**src/rtl/i2s_audio_transmitter.sv**
```systemverilog
`default_nettype none
// ============================================================================
// Module   : i2s_audio_transmitter
// Purpose  : Buffers signed mono samples in a small FIFO and sends each one
//            on both channels of a Philips I2S link. The bit clock and word
//            select are derived from the system clock. Sticky flags report
//            dropped samples (overflow) and frames started without data
//            (underflow).
// Revision : 1.0 - initial release
// ----------------------------------------------------------------------------
// Ports
//   clk            in   system clock, rising edge
//   rst            in   asynchronous reset, active low
//   audio_in       in   [DATA_WIDTH] signed sample
//   data_in_valid  in   single-cycle strobe qualifying audio_in
//   clear_flags    in   synchronous clear of overflow/underflow
//   i2s_bclk       out  bit clock, period 2*CLK_DIV clk cycles
//   i2s_lrck       out  word select, 0 = left, 1 = right
//   i2s_sdata      out  serial data, MSB first, one-bclk delayed
//   fifo_level     out  [$clog2(FIFO_DEPTH+1)] FIFO occupancy
//   overflow       out  sticky, sample dropped on a full FIFO
//   underflow      out  sticky, frame started with an empty FIFO
// ============================================================================
module i2s_audio_transmitter #(
  parameter int DATA_WIDTH  = 32,
  parameter int SAMPLE_BITS = 24,
  parameter int CLK_DIV     = 4,
  parameter int FIFO_DEPTH  = 4
) (
  input  logic                              clk,
  input  logic                              rst,
  input  logic [DATA_WIDTH-1:0]             audio_in,
  input  logic                              data_in_valid,
  input  logic                              clear_flags,
  output logic                              i2s_bclk,
  output logic                              i2s_lrck,
  output logic                              i2s_sdata,
  output logic [$clog2(FIFO_DEPTH+1)-1:0]   fifo_level,
  output logic                              overflow,
  output logic                              underflow
);

  localparam int DIV_W = (CLK_DIV > 1) ? $clog2(CLK_DIV) : 1;
  localparam int PTR_W = $clog2(FIFO_DEPTH);
  localparam int LVL_W = $clog2(FIFO_DEPTH+1);

  // Clock divider / frame state
  logic [DIV_W-1:0]       div_q, div_d;
  logic                   bclk_q, bclk_d;
  logic [5:0]             bit_cnt_q, bit_cnt_d;
  logic                   lrck_q, lrck_d;
  logic                   sdata_q, sdata_d;
  logic [SAMPLE_BITS-1:0] word_q, word_d;
  logic                   first_q, first_d;

  // FIFO state
  logic [SAMPLE_BITS-1:0] mem_q [FIFO_DEPTH];
  logic [PTR_W-1:0]       wr_ptr_q, wr_ptr_d;
  logic [PTR_W-1:0]       rd_ptr_q, rd_ptr_d;
  logic [LVL_W-1:0]       level_q, level_d;
  logic                   ovf_q, ovf_d;
  logic                   unf_q, unf_d;

  // Combinational helpers
  logic                   w_tick;
  logic                   w_fall;
  logic                   w_wrap;
  logic                   w_empty;
  logic                   w_full;
  logic                   w_push;
  logic                   w_pop;
  logic [SAMPLE_BITS-1:0] w_sample;
  logic [4:0]             w_pos;
  logic [4:0]             w_idx;
  logic [31:0]            w_word_ext;

  // Truncate to the top SAMPLE_BITS; the discarded LSBs are intentionally
  // unused.
  assign w_sample = audio_in[DATA_WIDTH-1 -: SAMPLE_BITS];

  generate
    if (DATA_WIDTH > SAMPLE_BITS) begin : g_lsbs
      logic w_unused_lsbs;
      assign w_unused_lsbs = ^audio_in[DATA_WIDTH-SAMPLE_BITS-1:0];
    end
  endgenerate

  always_comb begin
    w_tick     = (div_q == DIV_W'(CLK_DIV-1));
    div_d      = w_tick ? '0 : div_q + 1'b1;
    bclk_d     = w_tick ? ~bclk_q : bclk_q;
    w_fall     = w_tick & bclk_q;
    bit_cnt_d  = w_fall ? bit_cnt_q + 6'd1 : bit_cnt_q;
    w_wrap     = w_fall && (bit_cnt_q == 6'd63);

    w_empty    = (level_q == '0);
    w_full     = (level_q == LVL_W'(FIFO_DEPTH));
    w_pop      = w_wrap & ~w_empty;
    // A pop in the same cycle frees the slot a full FIFO would otherwise lack.
    w_push     = data_in_valid & (~w_full | w_pop);

    word_d     = word_q;
    if (w_wrap) begin
      word_d = w_pop ? mem_q[rd_ptr_q] : '0;
    end

    wr_ptr_d   = w_push ? wr_ptr_q + 1'b1 : wr_ptr_q;
    rd_ptr_d   = w_pop  ? rd_ptr_q + 1'b1 : rd_ptr_q;

    level_d    = level_q;
    case ({w_push, w_pop})
      2'b10:   level_d = level_q + LVL_W'(1);
      2'b01:   level_d = level_q - LVL_W'(1);
      default: level_d = level_q;
    endcase

    // Set conditions take priority over clear_flags.
    ovf_d = ovf_q;
    if (data_in_valid & w_full & ~w_pop) begin
      ovf_d = 1'b1;
    end else if (clear_flags) begin
      ovf_d = 1'b0;
    end

    // The first wrap after reset ends the free-running startup frame and
    // never counts as an underflow.
    unf_d = unf_q;
    if (w_wrap & w_empty & ~first_q) begin
      unf_d = 1'b1;
    end else if (clear_flags) begin
      unf_d = 1'b0;
    end
    first_d = w_wrap ? 1'b0 : first_q;

    // Outputs are registered from next-state values so they move exactly on
    // falling events. Slot p carries word[SAMPLE_BITS-p] for 1..SAMPLE_BITS,
    // giving the one-bclk delay after each lrck edge.
    lrck_d     = bit_cnt_d[5];
    w_pos      = bit_cnt_d[4:0];
    w_word_ext = {{(32-SAMPLE_BITS){1'b0}}, word_d};
    w_idx      = 5'(SAMPLE_BITS) - w_pos;
    sdata_d    = ((w_pos != 5'd0) && (w_pos <= 5'(SAMPLE_BITS))) ? w_word_ext[w_idx] : 1'b0;
  end

  always_ff @(posedge clk or negedge rst) begin
    if (!rst) begin
      div_q     <= '0;
      bclk_q    <= 1'b0;
      bit_cnt_q <= '0;
      lrck_q    <= 1'b0;
      sdata_q   <= 1'b0;
      word_q    <= '0;
      first_q   <= 1'b1;
      wr_ptr_q  <= '0;
      rd_ptr_q  <= '0;
      level_q   <= '0;
      ovf_q     <= 1'b0;
      unf_q     <= 1'b0;
    end else begin
      div_q     <= div_d;
      bclk_q    <= bclk_d;
      bit_cnt_q <= bit_cnt_d;
      lrck_q    <= lrck_d;
      sdata_q   <= sdata_d;
      word_q    <= word_d;
      first_q   <= first_d;
      wr_ptr_q  <= wr_ptr_d;
      rd_ptr_q  <= rd_ptr_d;
      level_q   <= level_d;
      ovf_q     <= ovf_d;
      unf_q     <= unf_d;
    end
  end

  // Storage needs no reset: occupancy and pointers define what is valid.
  always_ff @(posedge clk) begin
    if (w_push) begin
      mem_q[wr_ptr_q] <= w_sample;
    end
  end

  assign i2s_bclk   = bclk_q;
  assign i2s_lrck   = lrck_q;
  assign i2s_sdata  = sdata_q;
  assign fifo_level = level_q;
  assign overflow   = ovf_q;
  assign underflow  = unf_q;

endmodule
`default_nettype wire

```
**config.mk**
```make
export PLATFORM = sky130hd
export DESIGN_NAME = i2s_audio_transmitter
export DESIGN_NICKNAME = d
export VERILOG_FILES = /design/src/rtl/i2s_audio_transmitter.sv
export SDC_FILE = /design/constraint.sdc
export NUM_CORES = 1
export LEC_CHECK = 0
export ABC_AREA = 1
export BUFFER_PORTS_ARGS = -buffer_cell sky130_fd_sc_hd__buf_2
export CAP_MARGIN = 20
export CORE_ASPECT_RATIO = 2
export CORE_UTILIZATION = 45
export CTS_CLUSTER_DIAMETER = 80
export DETAILED_ROUTE_END_ITERATION = 7
export MAX_ROUTING_LAYER = met4
export PLACE_DENSITY = 0.72
export RECOVER_POWER = 100
export SYNTH_ARGS = -nofsm -noshare
export SYNTH_HDL_FRONTEND = slang
export SYNTH_SLANG_ARGS = --single-unit
```
**constraint.sdc**
```tcl
create_clock -name clk -period 3.7 [get_ports clk]
set_input_delay 0.555 -clock clk [delete_from_list [all_inputs] [get_ports clk]]
set_output_delay 0.555 -clock clk [all_outputs]
set_load 0.02 [all_outputs]
```
# Word level (Yosys, flattened, before mapping)
# Memories as Yosys holds them, arrays and structs flattened.
# Cells that the tools add are included.
[classes]
n_addsub = 7
eq_ne = 5
bitwise_logic = 13
reduce_logical = 7
order_cmp = 2
mux = 13
[op_table]
columns = ["operator", "n"]
rows = [
  ["24-bit 2-to-1 mux", 2],
  ["1-bit bitwise AND", 7],
  ["1-bit 2-to-1 mux", 7],
  ["2-bit by 1-bit adder with 2-bit output, second input constant", 3],
  ["6-bit by 1-bit adder with 6-bit output, second input constant", 1],
  ["6-bit equality test, second input constant", 1],
  ["5-bit by 6-bit less-than comparator with 1-bit output, second input constant", 1],
  ["6-bit 2-to-1 mux", 1],
  ["3-bit one-hot mux with 2 select lines", 1],
  ["2-bit nonzero test", 3],
  ["1-bit binary-select mux with 5-bit select", 1],
  ["5-bit <= comparator, second input constant", 1],
  ["1-bit inverter", 5],
  ["5-bit nonzero test", 1],
  ["5-bit subtractor, first input constant", 1],
  ["2-bit equality test, second input constant", 2],
  ["3-bit by 1-bit adder with 3-bit output, second input constant", 1],
  ["3-bit equality test, second input constant", 1],
  ["3-bit logical NOT", 1],
  ["3-bit by 1-bit subtractor with 3-bit output, second input constant", 1],
  ["2-bit by 1-bit equality test with 1-bit output, second input constant", 1],
  ["1-bit logical AND", 2],
  ["2-bit 2-to-1 mux", 1],
  ["1-bit bitwise OR", 1],
]
[totals]
output_inout_bits = 8
input_bits = 36
reg_bits = 45
mem_bits_rw = 96
n_memories = 1
[mem_list]
columns = ["name", "depth", "word_bits", "rd", "rd_ports_with_merged_regs", "write_ports", "line_no", "text"]
rows = [
  ["mem_q", 4, 24, 1, 0, 1, "57", "logic [SAMPLE_BITS-1:0] mem_q [FIFO_DEPTH];"],
]

# Longest topological paths before layout
# Gate-level depths: netlist (run 1).
[depth]
depth_word = 9
mapped_depth = 16

# Least setup slack after synthesis (run 1)
# OpenSTA, ideal clock, no wires.
[synth_timing]
path_type = "register -> register"
start = "register div_q[0]"
end = "memory mem_q[0][0], enable pin"
n_path_buf = 1
path_slack_ps = 928
setup_ps = 405
path_stages_with_launch = 9
arrival_time_ps = 2367
period_less_slack_ps = 2772
path_cell_list = "dfrtp_1 -> ha_1 -> nand2_2 -> nor2_2 -> nand2_2 -> clkbuf_1 -> nand2_1 -> nand2_1 -> nor2_1"
[synth_via]
elab_chain_len = 8
[synth_rtl]
columns = ["element", "line_no", "text"]
rows = [
  ["start: declaration", "48", "logic [DIV_W-1:0] div_q, div_d;"],
  ["start signal: assignment", "160", "div_q <= div_d;"],
  ["2-bit equality test", "89", "w_tick = (div_q == DIV_W'(CLK_DIV-1));"],
  ["1-bit bitwise AND", "92", "w_fall = w_tick & bclk_q;"],
  ["1-bit logical AND", "94", "w_wrap = w_fall && (bit_cnt_q == 6'd63);"],
  ["1-bit bitwise AND", "98", "w_pop = w_wrap & ~w_empty;"],
  ["1-bit bitwise OR", "100", "w_push = data_in_valid & (~w_full | w_pop);"],
  ["1-bit bitwise AND", "100", ""],
  ["1-bit 2-to-1 mux", "177", "if (w_push) begin"],
  ["1-bit 2-to-1 mux (implied by the code)", "178", "mem_q[wr_ptr_q] <= w_sample;"],
  ["end: declaration", "57", ""],
]
# No other way between the ends.

# Final worst setup path (run 1)
[layout_timing]
start = "register div_q[0]"
end = "register level_q[2] (netlist: fifo_level[2])"
[layout_via]
elab_chain_len = 8
elab_cells_between_ends = 10
cone_classes = "eq/ne: 3; mux: 1; bitwise: 4; reduce/logical: 2"
[layout_rtl]
columns = ["element", "line_no", "text"]
rows = [
  ["2-bit equality test *", "89", ""],
  ["1-bit bitwise AND *", "92", ""],
  ["1-bit logical AND *", "94", ""],
  ["1-bit bitwise AND *", "98", ""],
  ["1-bit bitwise OR", "100", ""],
  ["1-bit bitwise AND", "100", ""],
  ["2-bit by 1-bit equality test with 1-bit output or 2-bit equality test (tied branches)", "111", "case ({w_push, w_pop})"],
  ["3-bit one-hot mux with 2 select lines or 2-bit nonzero test (tied branches)", "-", ""],
  ["end signal: assignment", "169", "level_q <= level_d;"],
  ["end: declaration", "60", "logic [LVL_W-1:0] level_q, level_d;"],
]
# Mark *: on every way between the ends. The rest lies on a longest branch, timed or not.
# A chain may end at the register's enable or synchronous reset.

==> results of run 1 <==
## stage by stage
step | area (um^2) | hold slack, ps
6_report | 6990 | 337
5_1_grt | 6990 | 353
4_1_cts | 7040 | 322
3_5_place_dp | 6440 | 438
3_3_place_gp | 6440 | 419
2_1_floorplan | 6100 | 259
## state kept, by name, summed over array words and instances (netlist names)
register / cells
underflow: 1
fifo_level: 3
word_q: 24
rd_ptr_q: 2
i2s_bclk: 1
bit_cnt_q: 6
mem_q: 96
overflow: 1
wr_ptr_q: 2
i2s_sdata: 1
first_q: 1
div_q: 2
## per-layer routing
| metal | vias up | global-route usage, % | routed length, um |
|---|---|---|---|
| met5 | - | - | 0 |
| met4 | 0 | 8.55 | 295 |
| met3 | 20 | 3.82 | 308 |
| met2 | 78 | 34.1 | 6460 |
| met1 | 1961 | 19.7 | 4450 |
| li1 | 2043 | - | - |
## worst max path at each step
| stage | cells after the start | start | end | slack, ps |
|---|---|---|---|---|
| floorplan | 8 | div_q[0] | mem_q[0][0] | 930 |
| global placement | 12 | div_q[0] | fifo_level[2] | 890 |
| detailed placement | 12 | div_q[0] | fifo_level[2] | 850 |
| CTS | 12 | div_q[0] | fifo_level[2] | 830 |
| global route | 12 | div_q[0] | fifo_level[2] | 500 |
| finish | 12 | div_q[0] | fifo_level[2] | 770 |
## cells in the mapped netlist, types with 2 or more instances
cell / count
a21oi_1: 4
buf_1: 2
buf_2: 10
clkbuf_1: 7
dfrtp_1: 43
edfxtp_1: 96
ha_1: 8
inv_1: 77
inv_2: 2
nand2_1: 226
nand2_2: 4
nand3_1: 56
nor2_1: 37
nor2_2: 2
nor3_1: 4
o211ai_1: 4
o21ai_0: 10
or2_2: 7
xnor2_1: 3
xor2_1: 7
## worst register-to-register path, stage by stage (launching register included)
cell and delay [ps]:
dfrtp_1 380, ha_1 220, nand2_1 180, nor2_1 90, nand2_2 440, nand2_1 100, nand2_1 310, ha_1 210
inv_1 70, fa_1 380, a21oi_1 160, o21ai_0 120, xor2_1 150
## layout make-up
class                           instances  share of cell area, %
Clock inverter                         15                   2.45
Sequential cell                       140                   57.0
Timing Repair Buffer                   45                   3.06
Inverter                               79                   4.24
Multi-Input combinational cell        376                   24.4
Tap cell                              152                   2.72
Clock buffer                           17                   6.09
## power groups by stage
stage | Combinational, mW | Sequential, mW | Clock, mW
CTS | 0.0360 | 1.68 | 1.71
finish | 0.0345 | 1.68 | 1.69
global placement | 0.0335 | 1.71 | 0
detailed placement | 0.0361 | 1.71 | 0
global route | 0.0399 | 1.68 | 1.78
floorplan | 0.000728 | 1.71 | 0
## cells by family after synthesis
group | Yosys count
and+or+nand+nor | 338
AOI/OAI and AO/OA | 18
DFF | 140
adders and majority gates | 9
xor gates and xnor gates | 11
buffers and inverters | 100
## layout by cell type, fill, tap and decap left out, types with 4 or more instances in the layout
cell type	Yosys	final
o21ai_0	10	10
nand3_1	56	56
xor2_1	7	8
inv_1	77	78
clkbuf_16	0	17
or2_2	7	7
o211ai_1	4	4
nor2_2	2	5
clkbuf_2	0	4
nor2_1	37	34
nand2_1	226	228
nor3_1	4	5
ha_1	8	8
dfrtp_1	43	42
a21oi_1	4	4
buf_4	1	4
clkbuf_1	7	33
edfxtp_1	96	96
==> impl_metrics.ini, run 1 <==
[clock_network]
cts_made_buffers = 17
cts_hold_buf = 0
numClockSinks = 140
cts_buffer_depth = 2
cts_root_buf = clkbuf_16
htreeDepth = 4
clk_pin_slew_ps = 60
ctsResizeCount = 0
cts_tree = yes
cts_setup_buffers = 0
clk_latency_ps = 410

[pwr]
switching_power_mw = 0.654
p_per_area_mw_per_mm2 = 486
switching_share_pct = 19.2
p_seq_share_pct = 49.4
internal-power_mw = 2.75
ir_worst_vdd_mv = 0.352
combinationalPowerShare_pct = 1.0
power_mw = 3.40
p_clk_share_pct = 49.6
leakagePower_nw = 3.14

[synth]
netlist_instances = 616
synth_seq_cells = 140
synth-compound-area-share_pct = 1.64
ys_seq_area_share_pct = 65.3
synth_top_area_share_pct = 47.2
yosys.area_share.simple_pct = 22.9
synth_top_family_by_area = simple AND/OR/NAND/NOR gates
synth_area_leaders = edfxtp_1, dfrtp_1, nand2_1, inv_1, nand3_1
synth_xor_xnor_area_share_pct = 1.70
postSynthAreaPerCell_um2 = 9.91
synth_mux_area_share_pct = 0
yosysTopAreaCell = edfxtp_1
synth_ff_type = edfxtp_1
yosysUniqueCellTypes = 27
synth_fa_ha_area_share_pct = 1.97
yosys_warnings = 0
async_reset_ff_share_pct = 31.4
synth-edff-count = 96
netlist_area_mm2 = 0.00610
syn_nets = 661

[global_routing]
grt_pass1_wl_mm = 20.0
grt_pass1_vias = 4357
antenna_found_initial = 0
gr-total-overflow = 0
grtUsageTotal_pct = 19.0
grt_max_degree = 45

[worst_hold_path]
whs_path_depth = 2
hold_path_class = in2reg
min_to = overflow
min-delay-start = clear_flags

[placed_design]
placed_cells = 790
portBuffers = 35
dp_slack_ps = 851
place_hpwl_mm = 7.51
gp_congestion = 0.781

[floorplan]
core_mm2 = 0.0131
rows = 59
die_y_um = 167
initial_core_util_pct = 46.5
dieWidth_um = 84.4
num_io_pins = 44
die_area_mm2 = 0.0141

[worst_setup_path]
worst_ep_arrival_time_ps = 3220
startpoint_type = flop
reg2reg_depth = 12
r2r-start = div_q[0]
reg2reg_to = fifo_level[2]
crit_path_top_delay_cell = nand2_2
cpPeakStageDelay_ps = 440
critPathKind = reg2reg
path_cells = ha_1, nand2_1, nor2_1, nand2_2, nand2_1, nand2_1, ha_1, inv_1, fa_1, a21oi_1, o21ai_0, xor2_1
crit_family = simple AND/OR/NAND/NOR gates
reg2reg_slack_ps = 770
endpoint_kind = flop
worst-path-buf-inv = 1
crit_top_cell = nand2_1
path_max_fanout = 28
critPathRequiredTime_ps = 3990

[layout]
fin_nets = 704
fin_cells = 824
areaGrowthSynthToFinish_pct = 14.5
multiInputGateArea_mm2 = 0.00170
num_antenna_cells = 0
seqCellArea_mm2 = 0.00399
drive_gt1_share_pct = 8.78
fillers = 1147
post-route-util_pct = 53.2

[timing]
finalSetupViolations = 0
worstMarginPinSlew_ps = 992
post-route-period-util_pct = 79.2
setup_ws_ps = 771
max_slew_margin_pct = 33.8
rsz0062_at_grt = no
clock_skew_ps = 11.4
fin_crit_ps = 2930
fmax_ghz = 0.341
finalHoldViolCount = 0
finalSetupTns_ps = 0
slew_violations = 0

[routing]
antenna_left = 0
drc = 0
wl_mm = 11.5
drt-initial-drc-count = 231
vias = 4102
via_per_inst = 4.98
wl_per_cell_um = 14.0
firstDrtPassIters = 5

[status]
outcome = finished clean

[flow_run]
drv_cap = 0
(Power assumes the default switching activity.)
==> inputs of run 2 (changes only) <==
ABC_AREA = 0   (was 1)
PLACE_DENSITY = 0.75   (was 0.72)
clock period = 2.5 ns   (was 3.7 ns; I/O delays follow)
==> run 2 against run 1 <==
Routed wire length decreased by 13%. Highest routed layer unchanged. Flip-flop and latch count unchanged. Via count down 27%.
==> impl_metrics.ini, run 2 <==
[timing]
post-route-period-util_pct = 96.6
worstMarginPinSlew_ps = 578
max_slew_margin_pct = 61.4
finalSetupTns_ps = 0
finalSetupViolations = 0
fmax_ghz = 0.414
setup_ws_ps = 84.5
fin_crit_ps = 2420
finalHoldViolCount = 0
holdWs_ps = 169
clock_skew_ps = 8.07
slew_violations = 0

[routing]
wl_per_cell_um = 18.2
highest_layer = met4
drc = 0
wl_mm = 10.0
antenna_left = 0
firstDrtPassIters = 4
wl_met2_mm = 5.65
m1WireLength_mm = 3.87
vias = 2997
via_per_inst = 5.44
drt-initial-drc-count = 195
wl_met3_um = 247

[global_routing]
grt_pass1_wl_mm = 16.6
grtUsageTotal_pct = 18.1
grt_pass1_vias = 3251
gr-total-overflow = 0
antenna_found_initial = 0
grt_max_degree = 27

[layout]
reg.largest.list = mem_q (96), word_q (24), bit_cnt_q (6)
seqCellArea_mm2 = 0.00399
num_antenna_cells = 0
areaGrowthSynthToFinish_pct = 23.2
post-route-util_pct = 56.9
final_common_cell = edfxtp_1
fin_nets = 436
multiInputGateArea_mm2 = 0.00161
fin_cells = 551
drive_gt1_share_pct = 30.9
fillers = 902
largest_reg_flops = 96
top_register = mem_q
final_cell_mix = edfxtp_1, dfrtp_1, buf_4

[synth]
synth_ff_type = edfxtp_1
synth_seq_cells = 140
synth-edff-count = 96
netlist_instances = 317
yosysTopAreaCell = edfxtp_1
ys_seq_area_share_pct = 70.8
yosys_warnings = 0
syn_nets = 362
synth_top_area_share_pct = 51.2
postSynthAreaPerCell_um2 = 17.8
yosysUniqueCellTypes = 44
netlist_area_mm2 = 0.00563
synth.most_common_cell = edfxtp_1
synth_area_leaders = edfxtp_1, dfrtp_1, mux4_2, a22o_1, ha_1
async_reset_ff_share_pct = 31.4
synth_common_cells = edfxtp_1, dfrtp_1, mux4_2

[worst_setup_path]
worst_ep_arrival_time_ps = 2730
reg2reg_depth = 10
r2r-start = div_q[0]
critPathKind = reg2reg
reg2reg_to = i2s_sdata
startpoint_type = flop
cp-endpoint = i2s_sdata
cp-startpoint = div_q[0]
endpoint_kind = flop
reg2reg_slack_ps = 80
critPathRequiredTime_ps = 2820
path_max_fanout = 6

[pwr]
p_per_area_mw_per_mm2 = 889
p_seq_share_pct = 47.8
leakagePower_nw = 2.60
switching_share_pct = 24.5
combinationalPowerShare_pct = 12.3
internal-power_mw = 4.66
switching_power_mw = 1.51
ir_worst_vdd_mv = 0.625
p_clk_share_pct = 39.8

[floorplan]
core_mm2 = 0.0122
num_io_pins = 44
dieWidth_um = 81.1
rows = 57
initial_core_util_pct = 46.2
die_area_mm2 = 0.0130
die_y_um = 160

[clock_network]
cts_made_buffers = 17
numClockSinks = 140
htreeDepth = 4
cts_root_buf = clkbuf_16
clk_latency_ps = 410
cts_tree = yes
cts_buffer_depth = 2
clk_pin_slew_ps = 60

[worst_hold_path]
hold_path_class = in2reg
whs_path_depth = 2

[placed_design]
dp_slack_ps = -13.2
portBuffers = 35
placed_cells = 516
place_hpwl_mm = 6.80
gp_congestion = 0.836

[flow_run]
drv_cap = 0

[status]
outcome = finished clean
## run 2: how the worst min path moves through the flow
stage	start	end	slack, ps
global route	clear_flags	overflow	170
detailed placement	rst	fifo_level[0]	250
CTS	clear_flags	overflow	160
finish	clear_flags	overflow	170
global placement	rst	fifo_level[1]	240
floorplan	rst	bit_cnt_q[0]	80
## run 2: worst max-delay path: stages (launching register included)
cell and delay, ps:
dfrtp_1 410, ha_4 200, buf_4 140, nand3_1 90
xor2_1 150, buf_4 170, nand2_1 160, xnor2_4 220
or4_1 490, o31a_1 120, o221ai_1 170
## run 2: layout make-up
| cell class | count | area share [%] |
|---|---|---|
| clock inverters | 15 | 2.35 |
| repair buffers | 70 | 7.34 |
| clock buffers | 17 | 6.13 |
| well taps | 147 | 2.65 |
| multi-input cells | 145 | 23.1 |
| inverters | 17 | 0.920 |
| flip-flops and latches | 140 | 57.5 |
## run 2: through the flow
step | total power, mW | area [um^2]
after floorplan | 3.39 | 5700
after global placement | 3.73 | 6270
after detailed placement | 3.79 | 6270
after CTS | 6.26 | 6880
after global routing | 6.42 | 6940
final | 6.17 | 6940
## run 2: logic make-up (layout without fill, tap and decap cells)
logic type               count (synthesis)  count (layout)  share of synthesized area (%)
AND/OR/NAND/NOR                         48              48                           4.60
multiplexers                            30              30                           10.9
buffers and inverters                   32             119                           3.09
adder cells (fa/ha/maj)                  9               9                           2.13
flip-flops                             140             140                           70.8
XOR/XNOR                                14              14                           2.18
AO/OA/AOI/OAI                           44              44                           6.29
## run 2: metal layers
metal / vias up / global-route usage (%)
li1: 1384 / -
met1: 1536 / 20.8
met2: 57 / 29.7
met3: 20 / 3.83
met4: 0 / 8.04
met5: - / -
## run 2: power groups by stage
stage	sequential [mW]	combinational [mW]	clock, mW
finish	2.95	0.760	2.46
global route	2.98	0.840	2.60
CTS	2.96	0.793	2.51
detailed placement	3.00	0.786	0
global placement	2.98	0.752	0
floorplan	3.03	0.362	0
## run 2: timing repair
item | in CTS | in global routing
hold buffers | 1 | 0
endpoints found under the hold margin | 8 | 0
setup buffers | 0 | 2
setup endpoints to repair | 1 | 3
resized for setup | 3 | 14
cloned | 0 | 0
pin swaps | 1 | 6
